$ cat config.mk
export PLATFORM = sky130hd
export DESIGN_NAME = grid_memory_flat
export DESIGN_NICKNAME = d
export VERILOG_FILES = /design/src/rtl/warships_pkg.sv /design/src/rtl/grid_memory_if.sv /design/src/rtl/grid_ram.sv /design/src/rtl/grid_memory.sv /design/src/flat_wrapper.sv
export SDC_FILE = /design/constraint.sdc
export NUM_CORES = 1
export LEC_CHECK = 0
export BUFFER_PORTS_ARGS = -buffer_cell sky130_fd_sc_hd__clkbuf_2
export CAP_MARGIN = 20
export CELL_PAD_IN_SITES_DETAIL_PLACEMENT = 1
export CELL_PAD_IN_SITES_GLOBAL_PLACEMENT = 2
export CORE_ASPECT_RATIO = 1.25
export CORE_MARGIN = 2
export CORE_UTILIZATION = 49
export DETAILED_ROUTE_END_ITERATION = 12
export MAX_ROUTING_LAYER = met4
export PLACE_DENSITY = 0.85
export RECOVER_POWER = 25
export SYNTH_ARGS = -nofsm -noshare
export SYNTH_HDL_FRONTEND = slang
export SYNTH_SLANG_ARGS = --single-unit
$ cat constraint.sdc
create_clock -name clk -period 13 [get_ports clk]
set_input_delay 1.3 -clock clk [delete_from_list [all_inputs] [get_ports clk]]
set_output_delay 1.3 -clock clk [all_outputs]
set_load 0.02 [all_outputs]
$ cat src/rtl/warships_pkg.sv
// -----------------------------------------------------------------------------
// warships_pkg
// Shared types and helpers for the player-grid board store.
//   cell_t        : cell status codes (EMPTY/SHIP/MISS/HIT)
//   cmd_op_t      : command opcode (WRITE/SHOOT)
//   DEF_GRID_*    : default grid dimensions
//   addr_col/row  : split of an {col[3:0],row[3:0]} cell address
//   addr_in_range : true when both indices fall inside the grid
//   shoot_result  : status a cell takes after being shot
//   is_ship       : cell holds a ship (intact or hit)
// -----------------------------------------------------------------------------
package warships_pkg;

   typedef enum logic [1:0] {
      EMPTY = 2'b00,
      SHIP  = 2'b01,
      MISS  = 2'b10,
      HIT   = 2'b11
   } cell_t;

   typedef enum logic {
      OP_WRITE = 1'b0,
      OP_SHOOT = 1'b1
   } cmd_op_t;

   localparam int DEF_GRID_ROWS    = 12;
   localparam int DEF_GRID_COLUMNS = 12;

   function automatic logic [3:0] addr_col(input logic [7:0] addr);
      return addr[7:4];
   endfunction

   function automatic logic [3:0] addr_row(input logic [7:0] addr);
      return addr[3:0];
   endfunction

   function automatic logic addr_in_range(input logic [7:0] addr, input int rows, input int cols);
      return (int'(addr_col(addr)) < cols) && (int'(addr_row(addr)) < rows);
   endfunction

   // MISS and HIT are terminal: shooting them again leaves the cell alone.
   function automatic cell_t shoot_result(input cell_t old);
      case (old)
         SHIP:    return HIT;
         EMPTY:   return MISS;
         default: return old;
      endcase
   endfunction

   function automatic logic is_ship(input cell_t c);
      return (c == SHIP) || (c == HIT);
   endfunction

endpackage

$ cat src/rtl/grid_memory_if.sv
// -----------------------------------------------------------------------------
// grid_memory_if
// Bundles the board store's draw-read port, command handshake, response and
// clear controls.
//   master : game logic / drawing stage side (drives requests)
//   slave  : grid_memory side (drives status and responses)
// Optional (GRID_HIT_CNT_EN): ship_cnt, hit_cnt, all_sunk status outputs.
// -----------------------------------------------------------------------------
interface grid_memory_if;
   import warships_pkg::*;

   logic [7:0] rd_addr;
   cell_t      rd_data;
   logic       cmd_valid;
   logic       cmd_ready;
   cmd_op_t    cmd_op;
   logic [7:0] cmd_addr;
   cell_t      cmd_data;
   logic       clr_req;
   logic       busy;
   logic       resp_valid;
   cell_t      resp_status;
   logic       resp_err;
`ifdef GRID_HIT_CNT_EN
   logic [7:0] ship_cnt;
   logic [7:0] hit_cnt;
   logic       all_sunk;
`endif

   modport master (
      output rd_addr, cmd_valid, cmd_op, cmd_addr, cmd_data, clr_req,
      input  rd_data, cmd_ready, busy, resp_valid, resp_status, resp_err
`ifdef GRID_HIT_CNT_EN
      , input ship_cnt, hit_cnt, all_sunk
`endif
   );

   modport slave (
      input  rd_addr, cmd_valid, cmd_op, cmd_addr, cmd_data, clr_req,
      output rd_data, cmd_ready, busy, resp_valid, resp_status, resp_err
`ifdef GRID_HIT_CNT_EN
      , output ship_cnt, hit_cnt, all_sunk
`endif
   );

endinterface

$ cat src/rtl/grid_ram.sv
// -----------------------------------------------------------------------------
// grid_ram
// 256 x 2-bit cell storage.
//   clk, rst  : clock, async active-low reset (read register only)
//   we_i, waddr_i, wdata_i : synchronous write port
//   raddr_i -> rdata_o     : registered read (one cycle latency, read-before-write)
//   aaddr_i -> adata_o     : asynchronous read for read-modify-write
// -----------------------------------------------------------------------------
module grid_ram
   import warships_pkg::*;
(
   input  logic       clk,
   input  logic       rst,
   input  logic       we_i,
   input  logic [7:0] waddr_i,
   input  cell_t      wdata_i,
   input  logic [7:0] raddr_i,
   output cell_t      rdata_o,
   input  logic [7:0] aaddr_i,
   output cell_t      adata_o
);

   cell_t mem_q [256];
   cell_t rdata_q;

   // NOTE: storage has no reset; the owner wipes it with a clear sweep, which
   // keeps this a plain RAM rather than 512 resettable flops.
   always_ff @(posedge clk) begin
      if (we_i) mem_q[waddr_i] <= wdata_i;
   end

   // NOTE: non-blocking here is what makes a same-cycle read return the old value.
   always_ff @(posedge clk or negedge rst) begin
      if (!rst) rdata_q <= EMPTY;
      else      rdata_q <= mem_q[raddr_i];
   end

   assign rdata_o = rdata_q;
   assign adata_o = mem_q[aaddr_i];

endmodule

$ cat src/rtl/grid_memory.sv
// -----------------------------------------------------------------------------
// grid_memory
// Board-state store for one player grid. Serves the VGA drawing stage with a
// registered read port and game logic with a WRITE / SHOOT command port.
// The whole grid is swept to EMPTY after reset and whenever clr_req is seen
// in IDLE.
//   clk  : system clock
//   rst  : asynchronous active-low reset
//   bus  : grid_memory_if.slave (read port, command, response, clear)
// Build option: define GRID_HIT_CNT_EN to add ship_cnt / hit_cnt / all_sunk.
// -----------------------------------------------------------------------------
module grid_memory
   import warships_pkg::*;
#(
   parameter int GRID_ROWS    = DEF_GRID_ROWS,
   parameter int GRID_COLUMNS = DEF_GRID_COLUMNS
) (
   input logic          clk,
   input logic          rst,
   grid_memory_if.slave bus
);

   typedef enum logic [1:0] {ST_CLEAR, ST_IDLE, ST_RMW, ST_EXEC} state_t;

   localparam logic [3:0] ROW_LAST = 4'(GRID_ROWS - 1);
   localparam logic [3:0] COL_LAST = 4'(GRID_COLUMNS - 1);

   state_t     state_q, state_d;
   logic [3:0] col_q, col_d, row_q, row_d;     // clear sweep position
   cmd_op_t    op_q, op_d;
   logic [7:0] addr_q, addr_d;
   cell_t      data_q, data_d;
   cell_t      hold_q, hold_d;                 // SHOOT old value from RMW
   logic       resp_valid_q, resp_valid_d;
   cell_t      resp_status_q, resp_status_d;
   logic       resp_err_q, resp_err_d;
   logic       rd_oor_q;

   logic       ram_we;
   logic [7:0] ram_waddr;
   cell_t      ram_wdata;
   cell_t      ram_rdata;
   cell_t      ram_adata;
   logic       cmd_ready;
   logic       cmd_in_range;
   cell_t      old_cell;

`ifdef GRID_HIT_CNT_EN
   logic [7:0] ship_cnt_q, ship_cnt_d;
   logic [7:0] hit_cnt_q, hit_cnt_d;
   logic       all_sunk_q;
`endif

   grid_ram u_ram (
      .clk     (clk),
      .rst     (rst),
      .we_i    (ram_we),
      .waddr_i (ram_waddr),
      .wdata_i (ram_wdata),
      .raddr_i (bus.rd_addr),
      .rdata_o (ram_rdata),
      .aaddr_i (addr_q),
      .adata_o (ram_adata)
   );

   assign cmd_in_range = addr_in_range(addr_q, GRID_ROWS, GRID_COLUMNS);
   // WRITE reads the old value in EXEC itself; the RAM write lands on the same
   // edge, so the asynchronous read still sees the pre-write contents.
   assign old_cell     = (op_q == OP_SHOOT) ? hold_q : ram_adata;

   // NOTE: every always_comb output gets a default first so no path infers a latch.
   always_comb begin
      state_d       = state_q;
      col_d         = col_q;
      row_d         = row_q;
      op_d          = op_q;
      addr_d        = addr_q;
      data_d        = data_q;
      hold_d        = hold_q;
      resp_valid_d  = 1'b0;
      resp_status_d = resp_status_q;
      resp_err_d    = resp_err_q;
      ram_we        = 1'b0;
      ram_waddr     = {col_q, row_q};
      ram_wdata     = EMPTY;
      cmd_ready     = 1'b0;
`ifdef GRID_HIT_CNT_EN
      ship_cnt_d    = ship_cnt_q;
      hit_cnt_d     = hit_cnt_q;
`endif

      unique case (state_q)
         ST_CLEAR: begin
            ram_we = 1'b1;
`ifdef GRID_HIT_CNT_EN
            ship_cnt_d = '0;
            hit_cnt_d  = '0;
`endif
            // Column-major walk; both indices wrap to 0 so the next sweep starts clean.
            if (row_q == ROW_LAST) begin
               row_d = '0;
               if (col_q == COL_LAST) begin
                  col_d   = '0;
                  state_d = ST_IDLE;
               end else begin
                  col_d = col_q + 4'd1;
               end
            end else begin
               row_d = row_q + 4'd1;
            end
         end

         ST_IDLE: begin
            cmd_ready = !bus.clr_req;
            if (bus.clr_req) begin
               state_d = ST_CLEAR;
            end else if (bus.cmd_valid) begin
               op_d    = bus.cmd_op;
               addr_d  = bus.cmd_addr;
               data_d  = bus.cmd_data;
               state_d = (bus.cmd_op == OP_SHOOT) ? ST_RMW : ST_EXEC;
            end
         end

         ST_RMW: begin
            hold_d  = cmd_in_range ? ram_adata : EMPTY;
            state_d = ST_EXEC;
         end

         ST_EXEC: begin
            resp_valid_d  = 1'b1;
            resp_err_d    = !cmd_in_range;
            resp_status_d = cmd_in_range ? old_cell : EMPTY;
            if (cmd_in_range) begin
               ram_we    = 1'b1;
               ram_waddr = addr_q;
               ram_wdata = (op_q == OP_WRITE) ? data_q : shoot_result(old_cell);
`ifdef GRID_HIT_CNT_EN
               if (op_q == OP_WRITE) begin
                  if (is_ship(data_q) && !is_ship(old_cell))
                     ship_cnt_d = ship_cnt_q + 8'd1;
                  else if (!is_ship(data_q) && is_ship(old_cell))
                     ship_cnt_d = ship_cnt_q - 8'd1;
               end else if (old_cell == SHIP) begin
                  hit_cnt_d = hit_cnt_q + 8'd1;
               end
`endif
            end
            state_d = ST_IDLE;
         end
      endcase
   end

   always_ff @(posedge clk or negedge rst) begin
      if (!rst) begin
         state_q       <= ST_CLEAR;
         col_q         <= '0;
         row_q         <= '0;
         op_q          <= OP_WRITE;
         addr_q        <= '0;
         data_q        <= EMPTY;
         hold_q        <= EMPTY;
         resp_valid_q  <= 1'b0;
         resp_status_q <= EMPTY;
         resp_err_q    <= 1'b0;
         rd_oor_q      <= 1'b0;
      end else begin
         state_q       <= state_d;
         col_q         <= col_d;
         row_q         <= row_d;
         op_q          <= op_d;
         addr_q        <= addr_d;
         data_q        <= data_d;
         hold_q        <= hold_d;
         resp_valid_q  <= resp_valid_d;
         resp_status_q <= resp_status_d;
         resp_err_q    <= resp_err_d;
         rd_oor_q      <= !addr_in_range(bus.rd_addr, GRID_ROWS, GRID_COLUMNS);
      end
   end

`ifdef GRID_HIT_CNT_EN
   always_ff @(posedge clk or negedge rst) begin
      if (!rst) begin
         ship_cnt_q <= '0;
         hit_cnt_q  <= '0;
         all_sunk_q <= 1'b0;
      end else begin
         ship_cnt_q <= ship_cnt_d;
         hit_cnt_q  <= hit_cnt_d;
         all_sunk_q <= (ship_cnt_q != '0) && (hit_cnt_q == ship_cnt_q);
      end
   end

   assign bus.ship_cnt = ship_cnt_q;
   assign bus.hit_cnt  = hit_cnt_q;
   assign bus.all_sunk = all_sunk_q;
`endif

   // Out-of-range read addresses are masked after the RAM register.
   assign bus.rd_data     = rd_oor_q ? EMPTY : ram_rdata;
   assign bus.cmd_ready   = cmd_ready;
   assign bus.busy        = (state_q == ST_CLEAR);
   assign bus.resp_valid  = resp_valid_q;
   assign bus.resp_status = resp_status_q;
   assign bus.resp_err    = resp_err_q;

endmodule

$ cat src/flat_wrapper.sv
// flat-port wrapper written by rule: the top's interface ports become plain ports
module grid_memory_flat import warships_pkg::*;
#(
   parameter int GRID_ROWS    = DEF_GRID_ROWS,
   parameter int GRID_COLUMNS = DEF_GRID_COLUMNS
)
  (clk, rst, bus_rd_addr, bus_cmd_valid, bus_cmd_op, bus_cmd_addr, bus_cmd_data, bus_clr_req, bus_rd_data, bus_cmd_ready, bus_busy, bus_resp_valid, bus_resp_status, bus_resp_err);
  grid_memory_if bus_i ();
  input logic clk;
  input logic rst;
  input wire logic [$bits(bus_i.rd_addr)-1:0] bus_rd_addr;
  input wire logic [$bits(bus_i.cmd_valid)-1:0] bus_cmd_valid;
  input wire logic [$bits(bus_i.cmd_op)-1:0] bus_cmd_op;
  input wire logic [$bits(bus_i.cmd_addr)-1:0] bus_cmd_addr;
  input wire logic [$bits(bus_i.cmd_data)-1:0] bus_cmd_data;
  input wire logic [$bits(bus_i.clr_req)-1:0] bus_clr_req;
  output wire logic [$bits(bus_i.rd_data)-1:0] bus_rd_data;
  output wire logic [$bits(bus_i.cmd_ready)-1:0] bus_cmd_ready;
  output wire logic [$bits(bus_i.busy)-1:0] bus_busy;
  output wire logic [$bits(bus_i.resp_valid)-1:0] bus_resp_valid;
  output wire logic [$bits(bus_i.resp_status)-1:0] bus_resp_status;
  output wire logic [$bits(bus_i.resp_err)-1:0] bus_resp_err;
  assign bus_i.rd_addr = bus_rd_addr;
  assign bus_i.cmd_valid = bus_cmd_valid;
  assign bus_i.cmd_op = bus_cmd_op;
  assign bus_i.cmd_addr = bus_cmd_addr;
  assign bus_i.cmd_data = bus_cmd_data;
  assign bus_i.clr_req = bus_clr_req;
  assign bus_rd_data = bus_i.rd_data;
  assign bus_cmd_ready = bus_i.cmd_ready;
  assign bus_busy = bus_i.busy;
  assign bus_resp_valid = bus_i.resp_valid;
  assign bus_resp_status = bus_i.resp_status;
  assign bus_resp_err = bus_i.resp_err;
  grid_memory #(.GRID_ROWS(GRID_ROWS), .GRID_COLUMNS(GRID_COLUMNS)) u_core (.clk(clk), .rst(rst), .bus(bus_i));
endmodule
# Word level (Yosys, flattened, before mapping)
# Memories as Yosys holds them, arrays and structs flattened. A register that Yosys moved wholly into a read port is not among the register bits.
# Cells that the tools add are included.
[word_totals]
regBits = 28
latch_bits = 0
ram_bits = 512
rom_bits = 0
inputBits = 23
out_inout_bits = 8
word_cells = 63
memories = 1
[classes]
addsub = 2
mul = 0
div = 0
n_lt_le_gt_ge = 4
eq_ne = 9
shift = 0
muxes = 24
n_bitwise = 1
n_reduce_logical = 11
[memory_table]
columns = ["name", "depth", "width", "read_ports", "rd_ports_with_merged_regs", "wr", "line_no", "source"]
rows = [
  ["u_core.u_ram.mem_q", 256, 2, 2, 1, 1, "grid_ram.sv:23", "cell_t mem_q [256];"],
]
[ops]
columns = ["op", "count"]
rows = [
  ["two-way mux 2 bit", 11],
  ["< comparator 4 bit, second input constant", 4],
  ["two-way mux 8 bit", 2],
  ["adder 4 x 1 -> 4 bit, second input constant", 2],
  ["== test 4 bit, second input constant", 2],
  ["two-way mux 4 bit", 2],
  ["one-hot mux 2 bit (4 select lines)", 1],
  ["two-way mux 1 bit", 6],
  ["AND reduction 3 bit", 2],
  ["== test 2 x 1 -> 1 bit, second input constant", 2],
  ["== test 2 bit, second input constant", 2],
  ["zero test 1 bit", 4],
  ["zero test 2 bit", 2],
  ["inequality test 2 x 1 -> 1 bit, second input constant", 2],
  ["one-hot mux 2 bit (2 select lines)", 1],
  ["inequality test 3 bit, second input constant", 1],
  ["logical AND 1 bit", 2],
  ["one-hot mux 1 bit (2 select lines)", 1],
  ["AND reduction 2 bit", 1],
  ["NOT 1 bit", 1],
]

# Longest topological paths before layout
# An unclocked memory read counts as a cell.
[depth]
word_depth = 7
ltp_mapped = 12
mapped_depth_nobuf = 7

# Cells and area by module
# A second synthesis with hierarchy kept.
[hier_totals]
cells_unflattened = 1804
area_unflattened_um2 = 26978.4
[by_module_without_submodules]
columns = ["module", "n_inst", "cells_per_inst", "area_per_inst_um2"]
rows = [
  ["grid_ram", 1, 1682, 25500.7],
  ["grid_memory", 1, 122, 1477.7],
]

# Least setup slack after synthesis
# OpenSTA, ideal clock, no wires.
[synth_path]
path_type = "flip-flop to flip-flop"
startpoint = "register u_core.addr_q[3]"
endpoint = "memory u_core.u_ram.mem_q[0][0] in the netlist's numbering (data pin)"
setup_ns = 1.578
t_arrival_ns = 8.192
required_ns = 11.422
setup_slack_ns = 3.230
stages_incl_launch_ff = 9
n_path_buf = 4
period_less_slack_ns = 9.770
path_cell_list = "dfrtp_1 buf_2 and2_4 buf_6 a21oi_2 nand2_1 buf_2 buf_4 a21oi_1"
[synth_via]
elab_chain_len = 7
[synth_rtl]
columns = ["element", "line_no", "source"]
rows = [
  ["from (decl)", "grid_memory.sv:31", "logic [7:0] addr_q, addr_d;"],
  ["from (signal assigned)", "grid_memory.sv:172", "addr_q <= addr_d;"],
  ["memory (256 x 2 bit)", "n/a", ""],
  ["two-way mux 2 bit", "grid_memory.sv:69", "assign old_cell = (op_q == OP_SHOOT) ? hold_q : ram_adata;"],
  ["== test 2 x 1 -> 1 bit / zero test 2 bit (equally long branches)", "warships_pkg.sv:43", "case (old)"],
  ["one-hot mux 2 bit (2 select lines)", "warships_pkg.sv:43", ""],
  ["two-way mux 2 bit", "grid_memory.sv:137", "ram_wdata = (op_q == OP_WRITE) ? data_q : shoot_result(old_cell);"],
  ["two-way mux 2 bit *", "grid_memory.sv:134", "if (cmd_in_range) begin"],
  ["two-way mux 2 bit *", "grid_memory.sv:92", "unique case (state_q)"],
  ["named net u_core.ram_wdata[0]", "grid_memory.sv:41", "cell_t ram_wdata;"],
  ["to (decl)", "grid_ram.sv:23", ""],
]
# Mark *: on every way through the listed nets, which the timed path passes. The rest lies on a longest branch.

# Worst setup path after layout
[layout_path]
startpoint = "register u_core.addr_q[2]"
endpoint = "memory u_core.u_ram.mem_q[246][1] in the netlist's numbering (data pin)"
# Same word-level chain as after synthesis.

==> flow_metrics.env <==
export IMPL_status="complete, but fails checks"
export IMPL_violations="max-capacitance violations, max-slew violations"
export IMPL_hp_class="reg -> reg"
export IMPL_setup_viol=0
export IMPL_worst_pin_slew_ps=3945
export IMPL_cts_tree="built"
export IMPL_cap_violations=7
export IMPL_ir_drop_uv=147.2
export IMPL_rsz0062_at_grt="false"
export IMPL_end_kind="register"
export IMPL_cts_max_path_buffers=3
export IMPL_final_min_clock_period_ps=8546
export IMPL_synth_simple_gate_area_frac=0.06680
export IMPL_dieHeight_um=259.8
export IMPL_clkTransAtPathRegs_ps=60
export IMPL_yosysWarnings=0
export IMPL_start_util=0.4963
export IMPL_dr_pass1_iters=5
export IMPL_p_per_area_mw_per_mm2=182.7
export IMPL_gp_congestion=0.8516
export IMPL_yosysTopAreaCellShare=0.5996
export IMPL_cts_setup_buffers=0
export IMPL_nNetsFinal=1544
export IMPL_wirelength_mm=74.99
export IMPL_p_leak_nw=8.708
export IMPL_grt_max_degree=103
export IMPL_max_freq_ghz=0.1170
export IMPL_drcViolationCount=0
export IMPL_syn_num_nets=1550
export IMPL_tns_ps=0
export IMPL_syn_avg_cell_area_um2=16.86
export IMPL_clock_sinks=542
export IMPL_overflow=0
export IMPL_relSlewSlack=-1.630
export IMPL_place_area_mm2=0.02619
export IMPL_ys_seq_area_frac=0.6288
export IMPL_postSynthCellCount=1521
export IMPL_yosys_register_bits=542
export IMPL_maxSlewViolCount=356
export IMPL_synth_edf_count=512
export IMPL_num_vias=15010
export IMPL_arrival_ps=8800
export IMPL_min_period_over_period=0.6574
export IMPL_critPathMaxFanout=102
export IMPL_yosys_area_top_type="edfxtp_1"
export IMPL_num_fill_cells=4712
export IMPL_cts_made_buffers=53
export IMPL_cts_root_buf="clkbuf_16"
export IMPL_grt_pass1_vias=15910
export IMPL_synth_xor_area_share=0
export IMPL_critPathKind="reg -> reg"
export IMPL_wire_per_inst_um=33.73
export IMPL_final_common_cell="edfxtp_1"
export IMPL_ant_nets=0
export IMPL_synthMuxAreaShare=0.2319
export IMPL_finalClockSkew_ps=17.98
export IMPL_rows=93
export IMPL_drtIter0Drc=1745
export IMPL_grt_usage=0.2905
export IMPL_final_hold_viol_count=0
export IMPL_synthTopCellsByArea="edfxtp_1, mux4_2, nor2_1"
export IMPL_synth_area_mm2=0.02564
export IMPL_synth_fa_ha_area_frac=0.002928
export IMPL_core_area_mm2=0.05166
export IMPL_cts_hold_buf=0
export IMPL_synth_top_family_by_area="multiplexers"
export IMPL_final_area_mm2=0.02787
export IMPL_via_per_inst=6.753
export IMPL_synth_cell_types=57
export IMPL_io_pins=31
export IMPL_areaGrowthSynthToFinish_pct=8.690
export IMPL_io_buffers=30
export IMPL_cts_max_level=2
export IMPL_required_ps=13250
export IMPL_diodes=0
export IMPL_cts_resized=0
export IMPL_synth_compound_area_frac=0.04099
export IMPL_synthFlopType="edfxtp_1"
export IMPL_antenna_found_initial=0
export IMPL_synthArstFlopShare=0.05535
export IMPL_die_w_um=208.6
export IMPL_grt_pass1_wl_mm=109.5
export IMPL_start_kind="register"
export IMPL_die_area_mm2=0.05419
export IMPL_clk_latency_ps=600
export IMPL_drive_gt1_frac=0.2587
export IMPL_dpl_hpwl_mm=46.03
export IMPL_final_cell_mix="edfxtp_1, nor2_1, mux4_2"
## cell usage after synthesis, types with 3 or more instances
cell type,instances
dfrtp_1,30
nand2_1,38
a211oi_1,11
o221ai_1,18
nand4_1,3
ha_1,6
nand3_1,11
nor3b_1,3
nand2b_1,6
o21ai_0,17
o21ai_1,5
and2_1,5
nor2b_1,8
nor3_1,4
a21oi_1,29
or3_1,7
inv_1,11
buf_6,18
a22o_1,8
mux2_2,18
a31oi_1,5
buf_1,9
a211o_1,3
edfxtp_1,512
or2_2,14
clkbuf_1,44
a221oi_1,9
nand3b_1,3
mux2i_1,54
mux4_2,231
or3_4,9
nor2_1,275
buf_2,31
buf_4,18
a22oi_1,22
## final timing paths
check                      cells past startpoint                         end                       from  slack (ps)
min in group asynchronous                      1             u_core.col_q[0]                        rst        1230
max in group asynchronous                      1            u_core.addr_q[0]                        rst       10430
hold / removal                                 2   u_core.bus.resp_status[1]  u_core.bus.resp_status[1]         510
setup / recovery                               8  u_core.u_ram.mem_q[246][1]           u_core.addr_q[2]        4450
setup reg to reg                               8  u_core.u_ram.mem_q[246][1]           u_core.addr_q[2]        4450
hold reg to reg                                2   u_core.bus.resp_status[1]  u_core.bus.resp_status[1]         510
## metal layers
metal | routed length (µm) | GRT usage
met1 | 27240 | 0.3511
met2 | 38400 | 0.4842
met3 | 5780 | 0.05084
met4 | 3563 | 0.1280
met5 | 0 | -
## metrics by stage
stage / hold slack, ps / instances / util / setup WS (ps) / total power, mW
finish: 506.3 / 2223 / 0.5395 / 4454 / 5.093
detailed placement: 495.2 / 2125 / 0.5069 / 7607 / 3.560
global route: 540.2 / 2223 / 0.5395 / 4080 / 5.240
floorplan: 455.2 / 1521 / - / 3230 / 3.099
global placement: 472.7 / 2125 / 0.5069 / 7664 / 3.533
CTS: 509.3 / 2223 / 0.5402 / 8185 / 5.086
## final cells by class
class | instances | area (µm²) | share of cell area
clock buffers | 67 | 1379 | 0.04947
well taps | 665 | 832.0 | 0.02985
inverters | 11 | 41.29 | 0.001481
multi-input cells | 848 | 8797 | 0.3156
repair buffers | 59 | 349.1 | 0.01252
clock inverters | 31 | 340.3 | 0.01221
flip-flops and latches | 542 | 16130 | 0.5788
## registers in the layout, summed over array words and instances, names as in the netlist
| register | count |
|---|---|
| u_core.data_q | 2 |
| u_core.rd_oor_q | 1 |
| u_core.hold_q | 2 |
| u_core.bus.resp_status | 2 |
| u_core.op_q | 1 |
| u_core.bus.resp_valid | 1 |
| u_core.col_q | 4 |
| u_core.addr_q | 8 |
| u_core.u_ram.mem_q | 512 |
| u_core.u_ram.rdata_o | 2 |
| u_core.state_q | 2 |
| u_core.bus.resp_err | 1 |
| u_core.row_q | 4 |
## worst max-delay path, stage by stage (launching register included)
cell and delay (ps):
dfrtp_1 360, clkbuf_1 730, and2_0 1280, a21oi_1 580, nand2_1 630, nor2_4 270
clkbuf_1 2340, buf_4 890, buf_4 870
## power breakdown
part           switching [mW]  internal, mW  total [mW]
Clock                   0.666         0.874        1.54
Combinational           0.905         0.513        1.42
Sequential              0.110          2.02        2.13
## logic make-up (layout without fill, tap and decap cells)
group	Yosys count	in the layout
buffers and inverters	131	168
AND/OR/NAND/NOR	392	392
adder cells (fa/ha/maj)	6	6
multiplexers	303	303
AO/OA/AOI/OAI	147	147
flip-flops	542	542
Power figures use the tool's default switching activity.
